$ cat config.mk
export PLATFORM = sky130hd
export DESIGN_NAME = uart_tx_arbiter
export DESIGN_NICKNAME = d
export VERILOG_FILES = /design/src/rtl/uart_tx_arbiter.sv
export SDC_FILE = /design/constraint.sdc
export NUM_CORES = 1
export LEC_CHECK = 0
export BUFFER_PORTS_ARGS = -buffer_cell sky130_fd_sc_hd__buf_2
export CORE_MARGIN = 2
export CORE_UTILIZATION = 30
export CTS_BUF_LIST = sky130_fd_sc_hd__clkbuf_4 sky130_fd_sc_hd__clkbuf_8
export DETAILED_ROUTE_END_ITERATION = 12
export PLACE_DENSITY = 0.67
export SYNTH_ARGS = -nofsm -noshare
export SYNTH_HDL_FRONTEND = slang
export SYNTH_SLANG_ARGS = --single-unit
$ cat constraint.sdc
create_clock -name clk_i -period 2.59 [get_ports clk_i]
set_clock_uncertainty 0.1 [all_clocks]
set_input_delay 0.518 -clock clk_i [delete_from_list [all_inputs] [get_ports clk_i]]
set_output_delay 0.518 -clock clk_i [all_outputs]
set_load 0.1 [all_outputs]
$ cat src/rtl/uart_tx_arbiter.sv
// rtl/uart_tx_arbiter.sv - round-robin packet arbiter sharing one UART transmitter
// Define UART_ARB_HEADER_EN to prefix every packet with an 8'h80|id header byte.
module uart_tx_arbiter #(
  parameter int N_REQ = 4,
  parameter int ID_W  = $clog2(N_REQ)
) (
  input  logic                  clk_i,
  input  logic                  arstn_i,
  input  logic [N_REQ-1:0][7:0] req_data_i,
  input  logic [N_REQ-1:0]      req_valid_i,
  input  logic [N_REQ-1:0]      req_last_i,
  output logic [N_REQ-1:0]      req_ready_o,
  output logic [7:0]            data_o,
  output logic                  data_valid_o,
  input  logic                  data_ready_i,
  output logic [ID_W-1:0]       grant_id_o,
  output logic                  busy_o
);

  typedef enum logic [1:0] {IDLE, HEADER, STREAM} state_t;

  state_t          state_q;
  logic [ID_W-1:0] grant_q;
  logic [ID_W-1:0] ptr_q;
  logic [ID_W-1:0] winner;
  logic [ID_W-1:0] idx;
  logic            sel_valid;
  logic            sel_last;
  logic [7:0]      sel_data;

  // Scan from farthest to nearest so the index closest after ptr_q wins.
  always_comb begin
    winner = '0;
    idx    = '0;
    for (int k = N_REQ; k >= 1; k--) begin
      idx = ID_W'((int'(ptr_q) + k) % N_REQ);
      if (req_valid_i[idx]) begin
        winner = idx;
      end
    end
  end

  assign sel_valid = req_valid_i[grant_q];
  assign sel_last  = req_last_i[grant_q];
  assign sel_data  = req_data_i[grant_q];

  always_ff @(posedge clk_i or negedge arstn_i) begin
    if (!arstn_i) begin
      state_q <= IDLE;
      grant_q <= '0;
      ptr_q   <= ID_W'(N_REQ - 1);
    end else begin
      case (state_q)
        IDLE: begin
          if (|req_valid_i) begin
            grant_q <= winner;
`ifdef UART_ARB_HEADER_EN
            state_q <= HEADER;
`else
            state_q <= STREAM;
`endif
          end
        end
        HEADER: begin
          if (data_ready_i) begin
            state_q <= STREAM;
          end
        end
        STREAM: begin
          if (sel_valid && data_ready_i && sel_last) begin
            ptr_q   <= grant_q;
            state_q <= IDLE;
          end
        end
        default: state_q <= IDLE;
      endcase
    end
  end

  // The stream path is a pure mux on the grant; data_valid_o never looks at data_ready_i.
  always_comb begin
    data_o       = 8'h00;
    data_valid_o = 1'b0;
    req_ready_o  = '0;
    case (state_q)
      HEADER: begin
        data_valid_o = 1'b1;
        data_o       = 8'h80 | 8'(grant_q);
      end
      STREAM: begin
        data_valid_o         = sel_valid;
        data_o               = sel_valid ? sel_data : 8'h00;
        req_ready_o[grant_q] = data_ready_i;
      end
      default: ;
    endcase
  end

  assign busy_o     = (state_q != IDLE);
  assign grant_id_o = grant_q;

endmodule

==> flow_metrics.env <==
export IMPL_finalSetupViolCount=0
export IMPL_finalCritPeriodShare_pct=94.90
export IMPL_final_util_pct=57.80
export IMPL_vias=765
export IMPL_cts_root_buf="clkbuf_4"
export IMPL_clock_latency_ns=0.23
export IMPL_drc=0
export IMPL_coreArea_sq_mm=0.002022
export IMPL_drtIter0Drc=19
export IMPL_hold_path_class="reg2reg"
export IMPL_slew_viol_final=0
export IMPL_synthToLayoutAreaGrowth_pct=77.90
export IMPL_r2r_start="state_q[1]"
export IMPL_post_dp_cell_area_sq_mm=0.001125
export IMPL_worstPathMaxFanout=13
export IMPL_drv_cap=0
export IMPL_viasPerCell=5.134
export IMPL_synth_fp_nets=105
export IMPL_ant_nets=0
export IMPL_hpwl_um=1752
export IMPL_dr_pass1_iters=4
export IMPL_synthCells=62
export IMPL_required_ns=1.97
export IMPL_die_x_um=50.80
export IMPL_worst_pin_slew_ns=0.4910
export IMPL_drive_gt1_share_pct=69.67
export IMPL_yosys_warnings=0
export IMPL_syn_cell_area_sq_um=656.9
export IMPL_die_h_um=50.80
export IMPL_yosysSeqAreaShare_pct=19.43
export IMPL_max_freq_mhz=406.9
export IMPL_final_common_cell="buf_2"
export IMPL_drt_total_wl_um=2061
export IMPL_row_count=16
export IMPL_synth_area_leaders="mux4_1 (28%), dfrtp_1 (11%), dfstp_2 (8.0%)"
export IMPL_cp_start_kind="flop"
export IMPL_cts_tree="built"
export IMPL_hold_viol=0
export IMPL_status="complete, no violations"
export IMPL_top_level_ports=59
export IMPL_min_to="ptr_q[0]"
export IMPL_routedWlPerCell_um=13.83
export IMPL_whs_path_depth=2
export IMPL_r2r_slack_ns=0.90
export IMPL_gr_total_overflow=0
export IMPL_r2r_cells=4
export IMPL_synth_seq_cells=5
export IMPL_antennaDiodeCount=0
export IMPL_die_area_sq_mm=0.002580
export IMPL_rsz0062_at_grt="no"
export IMPL_gp_congestion=0.7515
export IMPL_yosysUniqueCellTypes=27
export IMPL_worst_slack_ns=0.1321
export IMPL_yosysTopAreaCell="mux4_1"
export IMPL_final_instance_count_excl_fill=149
export IMPL_fin_nets=166
export IMPL_crit_start="grant_id_o[0]"
export IMPL_slew_headroom_pct=67.49
export IMPL_grt_pass1_vias=724
export IMPL_cts_setup_buffers=0
export IMPL_hp_start="ptr_q[0]"
export IMPL_critPathKind="reg2out"
export IMPL_placedCellCount=144
export IMPL_portBuffers=58
export IMPL_r2r_end="ptr_q[1]"
export IMPL_h_tree_depth=1
export IMPL_cts_sinks=5
export IMPL_design_area_sq_mm=0.001169
export IMPL_cp_arrival_ns=1.84
export IMPL_cts_buffer_depth=2
export IMPL_antenna_found_initial=0
export IMPL_cts_buffers=3
export IMPL_pre_cts_ws_ns=0.2476
export IMPL_clk_pin_slew_ns=0.04
export IMPL_cp_end_kind="output port"
export IMPL_syn_avg_cell_area_sq_um=10.59
export IMPL_initial_core_util_pct=32.49
export IMPL_layout_common_cells="buf_2 (49), buf_12 (9), and3_2 (8)"
export IMPL_synth_top_cell_area_share_pct=28.00
export IMPL_grt_pass1_wl_um=3291
export IMPL_fin_crit_ns=2.458
export IMPL_grt_max_degree=18
export IMPL_grt_usage_pct=16.83
[sequential cells by signal, summed over array words and instances (netlist names)]
register,cells
grant_id_o,2
state_q,1
ptr_q,2
[synth_stat cells]
master / n
dfrtp_1: 3
mux2i_1: 5
and3_1: 8
nor2_1: 9
mux2_4: 1
inv_1: 3
mux4_1: 7
o21ai_0: 2
nand2_1: 1
mux4_2: 1
nor4_1: 1
nand3b_1: 1
nand2b_1: 2
o21bai_1: 1
buf_2: 1
dfstp_2: 2
a21oi_1: 1
o21a_1: 1
nor3_2: 2
nor3_1: 1
nand3_2: 1
a31oi_1: 1
o31ai_1: 1
o32a_1: 1
buf_6: 2
nor2b_1: 2
clkbuf_1: 1
[routing by layer]
layer,routed length (um),share of wire (%),vias up,track usage [%]
li1,-,-,363,-
met1,797,39,356,19.74
met2,1124,55,42,30.48
met3,118,5.7,4,1.786
met4,21,1.0,0,7.658
met5,0,0,-,0
[per-stage QoR]
stage	hold WS, ns	setup TNS (ns)
CTS	0.3989	0
finish	0.3976	0
floorplan	0.1224	-0.3162
global placement	0.2312	0
detailed placement	0.2354	0
global route	0.4284	0
[worst max-delay path: stages, from the launching register on]
cell and delay [ns]:
dfrtp_2 0.56, mux4_1 0.62, and3_2 0.25, buf_12 0.17
[cell type report]
cell class,instances,area [sq um]
Timing Repair Buffer,60,442.9
Clock buffer,4,30.03
Multi-Input combinational cell,50,520.5
Fill cell,173,853.3
Inverter,3,11.26
Sequential cell,5,130.1
Tap cell,27,33.78
[worst max-delay path by stage]
stage / to / slack, ns / cells after the start
3_3_place_gp: data_o[5] / 0.30 / 5
3_5_place_dp: data_o[7] / 0.25 / 5
5_1_grt: data_o[0] / 0.06 / 3
6_report: data_o[0] / 0.13 / 3
4_1_cts: data_o[7] / 0.11 / 3
2_1_floorplan: req_ready_o[0] / -0.16 / 2
[timing repair]
| action | 4_1_cts | 5_1_grt |
|---|---|---|
| gates resized for setup | 0 | 1 |
| setup endpoints to repair | 0 | 8 |
| hold buffers | 1 | 0 |
| endpoints found under the hold margin | 3 | 0 |
[cell families after synthesis]
family | after synthesis | synth area share (%)
compound gates | 8 | 8.192
buf+inv | 7 | 6.475
flops | 5 | 19.43
mux | 14 | 41.33
simple gates | 28 | 24.57
Power is not shown: default switching activity piles up to over one toggle a cycle in this logic, so the estimate is an artifact.
